===== src/rtl/mcif_rd_wrr_os_arb_pkg.sv =====
// Shared constants, client indices, FSM state and output payload type for the
// MCIF read-ingress weighted round-robin arbiter.
package mcif_rd_arb_pkg;

  localparam int unsigned NUM_REQ = 8;
  localparam int unsigned PD_W    = 47;
  localparam int unsigned WT_W    = 8;
  localparam int unsigned OS_W    = 8;
  localparam int unsigned ID_W    = $clog2(NUM_REQ);
  localparam int unsigned CNT_W   = OS_W + 1;

  // Client slot assignment on the read ingress
  localparam int unsigned CDMA_DAT = 0;
  localparam int unsigned CDMA_WT  = 1;
  localparam int unsigned SDP      = 2;
  localparam int unsigned SDP_B    = 3;
  localparam int unsigned SDP_N    = 4;
  localparam int unsigned PDP      = 5;
  localparam int unsigned CDP      = 6;
  localparam int unsigned SPARE    = 7;

  typedef enum logic [0:0] {
    ST_ARB  = 1'b0,
    ST_HOLD = 1'b1
  } arb_state_e;

  typedef struct packed {
    logic [ID_W-1:0] id;
    logic [PD_W-1:0] pd;
  } arb_out_t;

endpackage


===== src/rtl/mcif_rd_wrr_os_arb_if.sv =====
// Client request bus plus the single arbitrated request stream.
//   slave  : arbiter view (takes requests, drives the output stream)
//   master : client/downstream view
interface mcif_rd_wrr_os_arb_if;
  import mcif_rd_arb_pkg::*;

  logic [NUM_REQ-1:0]      req_valid;
  logic [NUM_REQ-1:0]      req_ready;
  logic [NUM_REQ*PD_W-1:0] req_pd;
  logic                    arb_out_valid;
  logic                    arb_out_ready;
  logic [PD_W-1:0]         arb_out_pd;
  logic [ID_W-1:0]         arb_out_id;

  modport slave (
    input  req_valid, req_pd, arb_out_ready,
    output req_ready, arb_out_valid, arb_out_pd, arb_out_id
  );

  modport master (
    output req_valid, req_pd, arb_out_ready,
    input  req_ready, arb_out_valid, arb_out_pd, arb_out_id
  );

endinterface


===== src/rtl/mcif_rd_rr_pick.sv =====
// Rotating-priority picker: first set bit of elig at or above rr_ptr, wrapping.
// Ports: elig (eligible mask), rr_ptr (start index) -> gnt (one-hot), idx, any.
module mcif_rd_rr_pick
  import mcif_rd_arb_pkg::*;
(
  input  logic [NUM_REQ-1:0] elig,
  input  logic [ID_W-1:0]    rr_ptr,
  output logic [NUM_REQ-1:0] gnt,
  output logic [ID_W-1:0]    idx,
  output logic               any
);

  logic [ID_W-1:0] pos;

  always_comb begin : scan
    gnt = '0;
    idx = '0;
    any = 1'b0;
    pos = '0;
    for (int unsigned off = 0; off < NUM_REQ; off++) begin
      pos = ID_W'((32'(rr_ptr) + off) % NUM_REQ);
      if (!any && elig[pos]) begin
        any      = 1'b1;
        gnt[pos] = 1'b1;
        idx      = pos;
      end
    end
  end

endmodule


===== src/rtl/mcif_rd_wrr_os_arb.sv =====
// Weighted round-robin read arbiter with an outstanding-request throttle.
// Ports:
//   nvdla_core_clk / nvdla_core_rst : clock, synchronous active-high reset
//   bus (slave)      : per-client valid/ready/pd in, registered request out
//   reg2dp_rd_weight : per-client weights, 0 masks the client
//   reg2dp_rd_os_cnt : in-flight limit minus one
//   eg2ig_axi_vld    : pulse per completed read
//   os_cnt_cur       : current in-flight count
module mcif_rd_wrr_os_arb
  import mcif_rd_arb_pkg::*;
(
  input  logic                    nvdla_core_clk,
  input  logic                    nvdla_core_rst,
  mcif_rd_wrr_os_arb_if.slave     bus,
  input  logic [NUM_REQ*WT_W-1:0] reg2dp_rd_weight,
  input  logic [OS_W-1:0]         reg2dp_rd_os_cnt,
  input  logic                    eg2ig_axi_vld,
  output logic [OS_W:0]           os_cnt_cur
);

  arb_state_e       state_q, state_d;
  logic [WT_W-1:0]  credit_q   [NUM_REQ];
  logic [WT_W-1:0]  credit_eff [NUM_REQ];
  logic [WT_W-1:0]  weight     [NUM_REQ];
  logic [NUM_REQ-1:0] want, elig_raw, elig;
  logic             refresh;
  logic [ID_W-1:0]  rr_ptr_q;
  logic [NUM_REQ-1:0] pick_oh;
  logic [ID_W-1:0]  pick_idx;
  logic             pick_any;
  logic [PD_W-1:0]  pick_pd;
  logic [CNT_W-1:0] os_cnt_q;
  logic             os_ok, out_free, arb_en, grant;
  logic             out_valid_q;
  arb_out_t         out_q;

  // Eligibility; credits are reloaded from weights when requesters exist but all are out of credit
  always_comb begin : eligibility
    refresh = 1'b0;
    for (int i = 0; i < NUM_REQ; i++) begin
      weight[i]   = reg2dp_rd_weight[i*WT_W +: WT_W];
      want[i]     = bus.req_valid[i] && (weight[i] != '0);
      elig_raw[i] = want[i] && (credit_q[i] != '0);
    end
    refresh = (elig_raw == '0) && (want != '0);
    for (int i = 0; i < NUM_REQ; i++) begin
      credit_eff[i] = refresh ? weight[i] : credit_q[i];
      elig[i]       = want[i] && (credit_eff[i] != '0);
    end
  end

  mcif_rd_rr_pick u_pick (
    .elig   (elig),
    .rr_ptr (rr_ptr_q),
    .gnt    (pick_oh),
    .idx    (pick_idx),
    .any    (pick_any)
  );

  // Payload of the picked client
  always_comb begin : pd_mux
    pick_pd = '0;
    for (int i = 0; i < NUM_REQ; i++) begin
      if (pick_oh[i]) pick_pd = bus.req_pd[i*PD_W +: PD_W];
    end
  end

  // Granted-but-unaccepted requests already sit in os_cnt_q, so they throttle too
  assign os_ok    = os_cnt_q <= CNT_W'(reg2dp_rd_os_cnt);
  assign out_free = !out_valid_q || bus.arb_out_ready;

  // Next-state and grant qualification
  always_comb begin : fsm_comb
    state_d = state_q;
    arb_en  = 1'b0;
    grant   = 1'b0;
    unique case (state_q)
      ST_ARB: begin
        arb_en = out_free && os_ok && !nvdla_core_rst;
        grant  = arb_en && pick_any;
        if (out_valid_q && !bus.arb_out_ready) state_d = ST_HOLD;
      end
      ST_HOLD: begin
        if (bus.arb_out_ready) state_d = ST_ARB;
      end
      default: state_d = ST_ARB;
    endcase
  end

  always_ff @(posedge nvdla_core_clk) begin : state_reg
    if (nvdla_core_rst) state_q <= ST_ARB;
    else                state_q <= state_d;
  end

  // Credits and round-robin pointer only move on an arbitration opportunity
  always_ff @(posedge nvdla_core_clk) begin : credit_reg
    if (nvdla_core_rst) begin
      for (int i = 0; i < NUM_REQ; i++) credit_q[i] <= '0;
      rr_ptr_q <= '0;
    end else if (arb_en) begin
      for (int i = 0; i < NUM_REQ; i++) credit_q[i] <= credit_eff[i];
      if (grant) begin
        credit_q[pick_idx] <= credit_eff[pick_idx] - WT_W'(1);
        rr_ptr_q <= (pick_idx == ID_W'(NUM_REQ - 1)) ? '0 : pick_idx + ID_W'(1);
      end
    end
  end

  // Output request register
  always_ff @(posedge nvdla_core_clk) begin : out_reg
    if (nvdla_core_rst) begin
      out_valid_q <= 1'b0;
      out_q       <= '0;
    end else if (grant) begin
      out_valid_q <= 1'b1;
      out_q.pd    <= pick_pd;
      out_q.id    <= pick_idx;
    end else if (bus.arb_out_ready) begin
      out_valid_q <= 1'b0;
    end
  end

  // In-flight counter, saturating both ways; coincident grant and completion cancel
  always_ff @(posedge nvdla_core_clk) begin : os_reg
    if (nvdla_core_rst) begin
      os_cnt_q <= '0;
    end else begin
      unique case ({grant, eg2ig_axi_vld})
        2'b10:   if (os_cnt_q != '1) os_cnt_q <= os_cnt_q + CNT_W'(1);
        2'b01:   if (os_cnt_q != '0) os_cnt_q <= os_cnt_q - CNT_W'(1);
        default: os_cnt_q <= os_cnt_q;
      endcase
    end
  end

  assign bus.req_ready     = grant ? pick_oh : '0;
  assign bus.arb_out_valid = out_valid_q;
  assign bus.arb_out_pd    = out_q.pd;
  assign bus.arb_out_id    = out_q.id;
  assign os_cnt_cur        = os_cnt_q;

endmodule


===== src/flat_wrapper.sv =====
// flat-port wrapper written by rule: the top's interface ports become plain ports
module mcif_rd_wrr_os_arb_flat import mcif_rd_arb_pkg::*;
  (nvdla_core_clk, nvdla_core_rst, reg2dp_rd_weight, reg2dp_rd_os_cnt, eg2ig_axi_vld, os_cnt_cur, bus_req_valid, bus_req_pd, bus_arb_out_ready, bus_req_ready, bus_arb_out_valid, bus_arb_out_pd, bus_arb_out_id);
  mcif_rd_wrr_os_arb_if bus_i ();
  input  logic nvdla_core_clk;
  input  logic nvdla_core_rst;
  input  logic [NUM_REQ*WT_W-1:0] reg2dp_rd_weight;
  input  logic [OS_W-1:0] reg2dp_rd_os_cnt;
  input  logic eg2ig_axi_vld;
  output logic [OS_W:0] os_cnt_cur;
  input wire logic [$bits(bus_i.req_valid)-1:0] bus_req_valid;
  input wire logic [$bits(bus_i.req_pd)-1:0] bus_req_pd;
  input wire logic [$bits(bus_i.arb_out_ready)-1:0] bus_arb_out_ready;
  output wire logic [$bits(bus_i.req_ready)-1:0] bus_req_ready;
  output wire logic [$bits(bus_i.arb_out_valid)-1:0] bus_arb_out_valid;
  output wire logic [$bits(bus_i.arb_out_pd)-1:0] bus_arb_out_pd;
  output wire logic [$bits(bus_i.arb_out_id)-1:0] bus_arb_out_id;
  assign bus_i.req_valid = bus_req_valid;
  assign bus_i.req_pd = bus_req_pd;
  assign bus_i.arb_out_ready = bus_arb_out_ready;
  assign bus_req_ready = bus_i.req_ready;
  assign bus_arb_out_valid = bus_i.arb_out_valid;
  assign bus_arb_out_pd = bus_i.arb_out_pd;
  assign bus_arb_out_id = bus_i.arb_out_id;
  mcif_rd_wrr_os_arb u_core (.nvdla_core_clk(nvdla_core_clk), .nvdla_core_rst(nvdla_core_rst), .bus(bus_i), .reg2dp_rd_weight(reg2dp_rd_weight), .reg2dp_rd_os_cnt(reg2dp_rd_os_cnt), .eg2ig_axi_vld(eg2ig_axi_vld), .os_cnt_cur(os_cnt_cur));
endmodule

===== config.mk =====
export PLATFORM = sky130hd
export DESIGN_NAME = mcif_rd_wrr_os_arb_flat
export DESIGN_NICKNAME = d
export VERILOG_FILES = /design/src/rtl/mcif_rd_wrr_os_arb_pkg.sv /design/src/rtl/mcif_rd_wrr_os_arb_if.sv /design/src/rtl/mcif_rd_rr_pick.sv /design/src/rtl/mcif_rd_wrr_os_arb.sv /design/src/flat_wrapper.sv
export SDC_FILE = /design/constraint.sdc
export NUM_CORES = 1
export LEC_CHECK = 0
export ABC_AREA = 0
export CAP_MARGIN = 20
export CORE_AREA = 2 2 204 206
export DETAILED_ROUTE_END_ITERATION = 8
export DIE_AREA = 0 0 206 208
export PLACE_DENSITY = 0.76
export SLEW_MARGIN = 20
export SYNTH_ARGS = -nofsm -noshare
export SYNTH_HDL_FRONTEND = slang
export SYNTH_SLANG_ARGS = --single-unit

===== constraint.sdc =====
create_clock -name nvdla_core_clk -period 6.5 [get_ports nvdla_core_clk]
set_input_delay 0.975 -clock nvdla_core_clk [delete_from_list [all_inputs] [get_ports nvdla_core_clk]]
set_output_delay 0.975 -clock nvdla_core_clk [all_outputs]
set_load 0.1 [all_outputs]

* Word-level counts from Yosys, hierarchy flattened *
Memories as Yosys holds them, arrays and structs flattened.
Cells that the tools add are included.
Widths: inputs -> output; s select.

storage, ports and cells
  flip-flop bits (word level) = 64
  bits in writable memories = 64
  bits of input ports = 460
  output and inout bits = 68
  memories = 1

memories
  name             words  width  rd ports  clocked after memory_dff  write ports  line                      text
  u_core.credit_q  8      8      8         0                         9            mcif_rd_wrr_os_arb.sv:22  logic [WT_W-1:0] credit_q [NUM_REQ];

cells by class
  add/subtract/negate cells = 11
  order comparisons = 18
  eq/ne operators = 6
  mux-type cells = 104
  bitwise operators = 17
  reduce and logical (&&, ||, !) cells = 86

operator list
  kind                 number
  $mux 47              8
  $mux 8               27
  $reduce_bool 8->1    25
  $or 8x8->8           7
  $logic_and 1x1->1    44
  $mux 1               39
  $lt 3x4->1 const B   8
  $mux 3               9
  $bmux 1 s3           8
  $bmux 8 s3           1
  $demux 1 s3          8
  $ge 3x1->1 const B   8
  $mux 9               2
  $pmux 9 s2           1
  $add 3x3->3 const B  4
  $logic_not 1->1      10
  $add 9x1->9 const B  1
  $le 9x8->1           1
  $ne 9x9->1 const B   1
  $reduce_bool 9->1    1
  $sub 9x1->9 const B  1
  $logic_not 8->1      1
  $or 1x1->1           8
  $sub 8x1->8 const B  1
  other kinds (14)     18

* Depth between registers and ports, before layout *
Gate-level depths: netlist of run 1.

  word-level depth = 40
  gate-level depth with buffers = 28

* Hierarchy *
Synthesis of run 1 repeated with hierarchy kept, for this count alone.

unflattened totals
  cell total of the unflattened synthesis = 1522
  area total of the unflattened synthesis = 11965.2 sq um

by module, submodules not included
  module              times used  cells each  area an instance (sq um)  seq. area each (sq um)
  mcif_rd_wrr_os_arb  1           1396        10815.4                   3203.1
  mcif_rd_rr_pick     1           126         1149.9                    0.0

* Least setup slack after synthesis of run 1 *
OpenSTA, ideal clock, no wires.

  path kind = input to output
  start point = input reg2dp_rd_weight[36]
  end point = output bus_req_ready[4]
  arrival = 5.869 ns
  data required time = 5.525 ns
  path slack = -0.344 ns
  stages on the path = 15
  cells stage by stage = or4_1 o21ai_1 a2bb2oi_1 nand4_1 o221ai_1 or4b_2 o31ai_1 and4_1 a21oi_1 or2_2 mux2i_1 mux2i_1 clkbuf_1 buf_1 nor2_1

on the way
  word-level cells in the longest chain between the ends = 35
  elaborated cells on any way between the ends = 86
  classes of those cells = mux (42); bitwise (7); reduce/logical (37)

ends and longest elaborated chain
  what                line                       text
  start: declaration  flat_wrapper.sv:7          input logic [NUM_REQ*WT_W-1:0] reg2dp_rd_weight;
  $reduce_bool 8->1   mcif_rd_wrr_os_arb.sv:42   want[i] = bus.req_valid[i] && (weight[i] != '0);
  $logic_and 1x1->1   mcif_rd_wrr_os_arb.sv:42
  $logic_and 1x1->1   mcif_rd_wrr_os_arb.sv:43   elig_raw[i] = want[i] && (credit_q[i] != '0);
  $logic_not 8->1     mcif_rd_wrr_os_arb.sv:45   refresh = (elig_raw == '0) && (want != '0);
  $logic_and 1x1->1   mcif_rd_wrr_os_arb.sv:45
  $mux 8              mcif_rd_wrr_os_arb.sv:47   credit_eff[i] = refresh ? weight[i] : credit_q[i];
  $reduce_bool 8->1   mcif_rd_wrr_os_arb.sv:48   elig[i] = want[i] && (credit_eff[i] != '0);
  $logic_and 1x1->1   mcif_rd_wrr_os_arb.sv:48
  [19 not listed]     n/a
  $logic_and 1x1->1   mcif_rd_rr_pick.sv:22      if (!any && elig[pos]) begin
  $mux 1              mcif_rd_rr_pick.sv:22
  $logic_not 1->1     mcif_rd_rr_pick.sv:22
  $logic_and 1x1->1   mcif_rd_rr_pick.sv:22
  $mux 1              mcif_rd_rr_pick.sv:22
  $logic_and 1x1->1   mcif_rd_wrr_os_arb.sv:80   grant = arb_en && pick_any;
  $mux 1              mcif_rd_wrr_os_arb.sv:77   unique case (state_q)
  $mux 8 (*)          mcif_rd_wrr_os_arb.sv:136  assign bus.req_ready = grant ? pick_oh : '0;
  end: declaration    flat_wrapper.sv:14         output wire logic [$bits(bus_i.req_ready)-1:0] bus_req_ready;

Every way passes the cells marked *; elsewhere a longest branch is shown, timed or not. The select of a mux whose other input is x is not followed.

* Final worst setup path of run 1 *
  start point = input reg2dp_rd_weight[36]
  end point = output bus_req_ready[6]

The elaborated chain is that of the path after synthesis.

==> summary.md, run 1 <==
| Metric | Value |
|---|---|
| Min Tclk post-route | `6.36 ns` |
| Fin. max-slew vios | `0` |
| Largest delay share family, worst path | `simple AND/OR/NAND/NOR gates` |
| Register area share after synthesis | `0.253` |
| Worst Hold Class | `reg -> reg` |
| Final nets | `2836` |
| # rows | `74` |
| CTS tree | `yes` |
| Post-Route WL | `74700 µm` |
| Starting Density | `0.313` |
| Worst Tran Pin Value | `1.05 ns` |
| Hold Buf Count CTS | `0` |
| Pin count of the biggest net entering global routing | `65` |
| 1st-pass router iterations | `6` |
| Crit Path Max Fanout | `7` |
| Hold WS | `0.461 ns` |
| Headroom to the max-slew limit | `0.298` |
| HPWL after DPL | `59400 µm` |
| Achievable clock frequency | `0.157 GHz` |
| Worst path cell trace | `clkdlybuf4s50_1 -> or4_4 -> o21ai_2 -> buf_4 -> a21oi_1 -> and4_1 -> buf_4 -> o32a_1 -> o21ai_0 -> nand2_1 -> buf_4 -> nor3_1 -> and3_1 -> a222oi_1 -> nand2_1 -> nor2_1 -> or3_2 -> inv_2 -> buf_12` |
| Fin area | `0.0213 mm²` |
| Placed cell area | `0.0205 mm²` |
| Worst Path Required | `5.52 ns` |
| Number of synthesized flops with an enable pin | `64` |
| Clk slew on worst S/H paths | `0.07 ns` |
| Cell mode on critical path | `buf_4` |
| WP buf/inv | `6` |
| GR Util All Layers | `0.338` |
| FILL cells | `3825` |
| Final Hold Fails | `0` |
| Fraction of registers with async set/reset | `0` |
| H-tree levels | `4` |
| Register area | `0.00320 mm²` |
| Root buffer cell | `clkbuf_16` |
| Die footprint | `0.0428 mm²` |
| Non-Filler Instances | `2915` |
| Top_reg_cell synth | `edfxtp_1` |
| Via count | `17400` |
| Final setup viols | `0` |
| Share of layout cells above drive strength 1 | `0.170` |
| Ports | `528` |
| Longest Clk Path Bufs | `2` |
| Layout Skew | `0.0198 ns` |
| Outcome | `finished, final reports clean` |
| Synth Register Bits | `128` |
| Antenna violations before repair | `26` |
| Commonest non-fill, non-tap cell in the layout | `clkdlybuf4s50_1` |
| Post-synth cell types | `85` |
| Die Ht | `208 µm` |
| Startpoint types | `input port` |
| First-iteration detailed-routing DRC count | `2087` |
| Most frequent cells in the layout | `clkdlybuf4s50_1 (517), buf_4 (272), nor2_1 (210), a21oi_1 (172), nand2_1 (169)` |
| Syn_nets | `2143` |
| Core Box Area | `0.0406 mm²` |
| Post-route DRC | `0` |
| RSZ-0062 raised after global routing | `no` |
| RD Place Congestion | `1.02` |
| Max Cap Viol | `0` |
| Critical setup path kind | `in -> out` |
| Crit path largest cell delay | `0.59 ns` |
| Crit. End Element | `output pin` |
| TNS Setup | `0 ns` |
| Synth warn | `0` |
| Vias per inst | `5.96` |
| Post-Syn Instances | `1659` |
| First-pass GRT wire length | `108000 µm` |
| Crit share post-route | `0.978` |
| Area occupied by multi-input gates | `0.00904 mm²` |
| Post-placement cell count | `2863` |
| Synth Cell Area | `0.0127 mm²` |
| Mean Syn Cell Area | `7.64 µm²` |
| Clock Latency Late Sink | `0.47 ns` |
| Die Wd | `206 µm` |
| CTS Buf Count | `17` |
| CP max-delay cell | `or4_4` |
| WL per Instance | `25.6 µm` |
| # clock sinks | `128` |
| Buffers on Ports | `527` |
| GRT overflow | `0` |
| Vias in the first global route | `16800` |
| Antenna Nets Post-Route | `0` |
| Area growth from synthesis to layout | `67.8%` |
| Worst EP arrival | `5.38 ns` |
## worst reg2reg max path, cell delays in order, from the launching register on
cell and delay, ns:
edfxtp_1 0.48, nor4_1 0.57, nand2_1 0.42, a22o_1 0.39, o41ai_4 0.35, o22ai_2 0.15
a221o_1 0.32, o21bai_1 0.26, buf_4 0.21, nand4_1 0.20, a31oi_2 0.20, buf_4 0.21
buf_4 0.18, nand3_1 0.10, a311o_1 0.17, a2bb2oi_1 0.23, o211a_1 0.27, ha_1 0.25
inv_1 0.14, or2_1 0.24, buf_4 0.17, a221o_1 0.31
## metrics by stage
step / utilization / setup WS, ns
3_3_place_gp: 0.505 / -0.425
3_5_place_dp: 0.505 / -0.389
4_1_cts: 0.520 / 0.00337
6_report: 0.524 / 0.140
2_1_floorplan: - / 0.0416
5_1_grt: 0.524 / 0.0138
## cell usage after synthesis (7+ instances only)
library cell,instances,area [µm²]
mux2i_1,150,1500
a22oi_1,59,443
nor2_1,216,811
mux2_2,16,180
a21boi_0,48,360
a21o_1,19,143
nand3_1,26,130
buf_1,23,86.3
nand4_1,7,43.8
ha_1,23,288
o21ai_0,52,260
clkbuf_1,94,353
a211oi_1,11,82.6
or4_1,8,60.1
nor3_1,33,165
o2bb2ai_1,7,61.3
o221ai_1,52,455
o22ai_1,54,338
xor2_1,9,78.8
edfxtp_1,64,1920
xnor2_1,9,78.8
a21oi_1,173,866
inv_1,29,109
and2_1,8,50.1
o31ai_1,23,173
dfxtp_1,64,1280
o21a_1,10,75.1
nor4_1,28,175
buf_2,11,55.1
nand2_1,169,634
o211ai_1,25,188
## flip-flops by register name, indices dropped and copies added (netlist names), named ones only
signal                    flops
u_core.bus.arb_out_id         3
u_core.bus.arb_out_pd        47
u_core.bus.arb_out_valid      1
u_core.credit_q              64
u_core.os_cnt_cur             9
u_core.rr_ptr_q               2
u_core.state_q                1
## cell type report
type                            instances  share of cell area
Antenna cell                           18             0.00212
Clock buffer                           18              0.0202
Timing Repair Buffer                  810               0.359
Tap cell                              532              0.0313
Clock inverter                         14             0.00618
Inverter                               32             0.00565
Sequential cell                       128               0.151
Multi-Input combinational cell       1363               0.425
## path summary, 6_finish.rpt
kind	from	end	slack, ns	depth (start not counted)
min reg2reg	u_core.bus.arb_out_id[0]	u_core.bus.arb_out_id[0]	0.46	2
max reg2reg	u_core.credit_q[1][6]	u_core.credit_q[7][6]	0.43	21
min	u_core.bus.arb_out_id[0]	u_core.bus.arb_out_id[0]	0.46	2
max	reg2dp_rd_weight[36]	bus_req_ready[6]	0.14	19
## cells by family (layout without fill, tap and decap cells)
group	Yosys count	in the layout	share of synthesized area
xor+xnor	18	18	0.0124
other cells	0	18	0
flops	128	128	0.253
fa+ha+maj	24	24	0.0243
mux	170	170	0.136
compound gates	612	612	0.330
simple gates	539	539	0.190
buf+inv	168	874	0.0550
## layer usage
metal,vias up,track usage,wire (µm)
li1,7734,-,-
met1,8204,0.424,28600
met2,1227,0.521,33700
met3,218,0.0742,7690
met4,4,0.217,4700
met5,-,0,28
## repair_timing
item / 4_1_cts / 5_1_grt
gates resized for setup: 9 / 29
pin swaps: 2 / 7
endpoints found under the setup margin: 3 / 59
setup buffers: 0 / 2
Power of run 1 is left out: the tool's default activity adds up to more than one toggle a clock period on the data nets, which glitch-free logic cannot reach.
==> inputs of run 2 (changes only) <==
--- a/config.mk
+++ b/config.mk
@@ -10,6 +10,7 @@
 export CORE_AREA = 2 2 204 206
 export DETAILED_ROUTE_END_ITERATION = 8
 export DIE_AREA = 0 0 206 208
+export GPL_TIMING_DRIVEN = 1
 export PLACE_DENSITY = 0.76
 export SLEW_MARGIN = 20
 export SYNTH_ARGS = -nofsm -noshare
==> results of run 2 <==
Same layout as run 1: the final DEF is identical, and so are final timing and power.
Power of run 2 is left out for the same reason.
==> inputs of run 3 (changes only) <==
--- a/config.mk
+++ b/config.mk
@@ -11,7 +11,7 @@
 export DETAILED_ROUTE_END_ITERATION = 8
 export DIE_AREA = 0 0 206 208
 export GPL_TIMING_DRIVEN = 1
-export PLACE_DENSITY = 0.76
+export PLACE_DENSITY = 0.74
 export SLEW_MARGIN = 20
 export SYNTH_ARGS = -nofsm -noshare
 export SYNTH_HDL_FRONTEND = slang
==> constraint.sdc (replaced) <==
create_clock -name nvdla_core_clk -period 6.2 [get_ports nvdla_core_clk]
set_input_delay 0.93 -clock nvdla_core_clk [delete_from_list [all_inputs] [get_ports nvdla_core_clk]]
set_output_delay 0.93 -clock nvdla_core_clk [all_outputs]
set_load 0.1 [all_outputs]
==> run 3 against run 2 <==
Non-clock buffer count rose by 65. Setup slack got worse by 0.057 ns. Global-route usage fell by 0.17 points. First-iteration DRC count fell by 20%. Utilization rose by 2.2 points.
==> summary.md, run 3 (synthesis gave the netlist of run 1 again) <==
| Metric | Value |
|---|---|
| Outcome | `finished, final reports clean` |
| Antenna Nets Post-Route | `0 (unchanged)` |
| Headroom to the max-slew limit | `0.289 (-0.00877)` |
| WL per Instance | `25.1 µm (-1.9%)` |
| CTS Buf Count | `17 (unchanged)` |
| 1st-pass router iterations | `7 (+1)` |
| Register area | `0.00320 mm² (unchanged)` |
| FILL cells | `3815 (-0.26%)` |
| Core Box Area | `0.0406 mm² (unchanged)` |
| Final setup viols | `0 (unchanged)` |
| Achievable clock frequency | `0.163 GHz` |
| Final nets | `2901 (+2.3%)` |
| Non-Filler Instances | `2979 (+2.2%)` |
| Most frequent cells in the layout | `clkdlybuf4s50_1 (492), buf_4 (326), nor2_1 (210), a21oi_1 (171), nand2_1 (168)` |
| Area occupied by multi-input gates | `0.00927 mm² (+2.6%)` |
| Crit share post-route | `0.987` |
| Final cell utilization of the core | `0.547 (+0.0224)` |
| Worst EP arrival | `6.33 ns (+0.95 ns)` |
| Max reg flops | `64 (unchanged)` |
| Die footprint | `0.0428 mm² (unchanged)` |
| Fin. max-slew vios | `0 (unchanged)` |
| # clock sinks | `128 (unchanged)` |
| Share of layout cells above drive strength 1 | `0.205 (+0.0345)` |
| HPWL after DPL | `59100 µm (-0.48%)` |
| Final Hold Fails | `0 (unchanged)` |
| GRT overflow | `0 (unchanged)` |
| Longest Clk Path Bufs | `2 (unchanged)` |
| Critical setup path kind | `in -> reg` |
| Worst Tran Pin Value | `1.06 ns (+0.0131 ns)` |
| Crit Path Max Fanout | `9 (+2)` |
| Post-Route WL | `74900 µm (+0.26%)` |
| Hold WS | `0.466 ns (+0.00554 ns)` |
| Worst Hold Class | `reg -> reg` |
| Starting Density | `0.313 (unchanged)` |
| Largest Register | `u_core.credit_q` |
| RD Place Congestion | `1.01 (-1.5%)` |
| Pin count of the biggest net entering global routing | `73 (+12%)` |
| Post-route DRC | `0 (unchanged)` |
| Post-placement cell count | `2909 (+1.6%)` |
| Antenna violations before repair | `27 (+3.8%)` |
| Hold Buf Count CTS | `0 (unchanged)` |
| Startpoint types | `input port` |
| # rows | `74 (unchanged)` |
| Max Cap Viol | `0 (unchanged)` |
| Ports | `528 (unchanged)` |
| Area growth from synthesis to layout | `74.9%` |
| CTS tree | `yes` |
| First-pass GRT wire length | `108000 µm (+0.33%)` |
| Vias per inst | `5.87 (-1.6%)` |
| Clk slew on worst S/H paths | `0.06 ns (about the same)` |
| Root buffer cell | `clkbuf_16` |
| Clock Latency Late Sink | `0.47 ns (about the same)` |
| Buffers on Ports | `527 (unchanged)` |
| H-tree levels | `4 (unchanged)` |
| Commonest non-fill, non-tap cell in the layout | `clkdlybuf4s50_1` |
| First-iteration detailed-routing DRC count | `1675 (-20%)` |
| Min Tclk post-route | `6.12 ns` |
| Die Ht | `208 µm (unchanged)` |
| Crit. End Element | `flop` |
| Vias in the first global route | `17300 (+3.1%)` |
| GR Util All Layers | `0.336 (-0.00169)` |
| Die Wd | `206 µm (unchanged)` |
| Via count | `17500 (+0.53%)` |
| Layout Skew | `0.0105 ns (-0.00924 ns)` |
| Worst Path Required | `6.41 ns (+0.89 ns)` |
## run 3: timing repair
item                                    CTS  global route
pin swaps                                11            32
gates cloned                              0             1
endpoints found under the setup margin   56            55
buffers inserted                          7            14
gates resized for setup                  41            69
## run 3: critical path, stage by stage
cell             delay (ns)
clkdlybuf4s50_1        0.43
or4_4                  0.47
o21ai_2                0.18
buf_6                  0.14
a2bb2oi_4              0.16
buf_6                  0.12
nand4_1                0.12
buf_4                  0.16
buf_4                  0.13
o21a_1                 0.20
buf_4                  0.16
o22ai_4                0.17
nor3_4                 0.06
and4_4                 0.16
buf_4                  0.14
a2111o_1               0.49
nand2_4                0.13
inv_4                  0.07
buf_12                 0.15
mux2_2                 0.27
o211ai_1               0.22
and4_2                 0.36
nand4_4                0.14
or2_4                  0.30
buf_12                 0.14
a221o_1                0.32
## run 3: through the flow
| stage | cell area [µm²] | TNS, ns | setup slack (ns) |
|---|---|---|---|
| after detailed placement | 20900 | -57.12 | -0.858 |
| after CTS | 21700 | 0 | 0.00778 |
| after global placement | 20900 | -61.18 | -0.787 |
| final | 22200 | 0 | 0.0835 |
| after floorplan | 12700 | -0.0943 | -0.0943 |
| after global routing | 22200 | -0.331 | -0.0668 |
## run 3: path summary, 6_finish.rpt
kind	start	to	slack, ns	cells past startpoint
max	reg2dp_rd_weight[38]	u_core.credit_q[7][6]	0.08	26
min	u_core.bus.arb_out_id[0]	u_core.bus.arb_out_id[0]	0.47	2
max reg2reg	u_core.credit_q[4][4]	u_core.credit_q[7][6]	0.35	24
min reg2reg	u_core.bus.arb_out_id[0]	u_core.bus.arb_out_id[0]	0.47	2
## run 3: final cells by class
class / count / share of cell area
tap: 532 / 0.0300
antenna: 17 / 0.00192
timing repair buffer: 875 / 0.373
clock buffer: 18 / 0.0194
multi-input combinational: 1363 / 0.418
clock inverter: 14 / 0.00739
inverter: 32 / 0.00587
sequential: 128 / 0.144
## run 3: per-layer routing
metal | vias to the layer above | routed length [µm] | GRT usage | part of all wire
met3 | 202 | 6600 | 0.0614 | 0.088
met5 | - | 46 | 0 | 0.00061
met4 | 8 | 4300 | 0.214 | 0.057
li1 | 7875 | - | - | -
met1 | 8308 | 28700 | 0.413 | 0.38
met2 | 1087 | 35200 | 0.539 | 0.47
Power of run 3 is left out for the same reason.
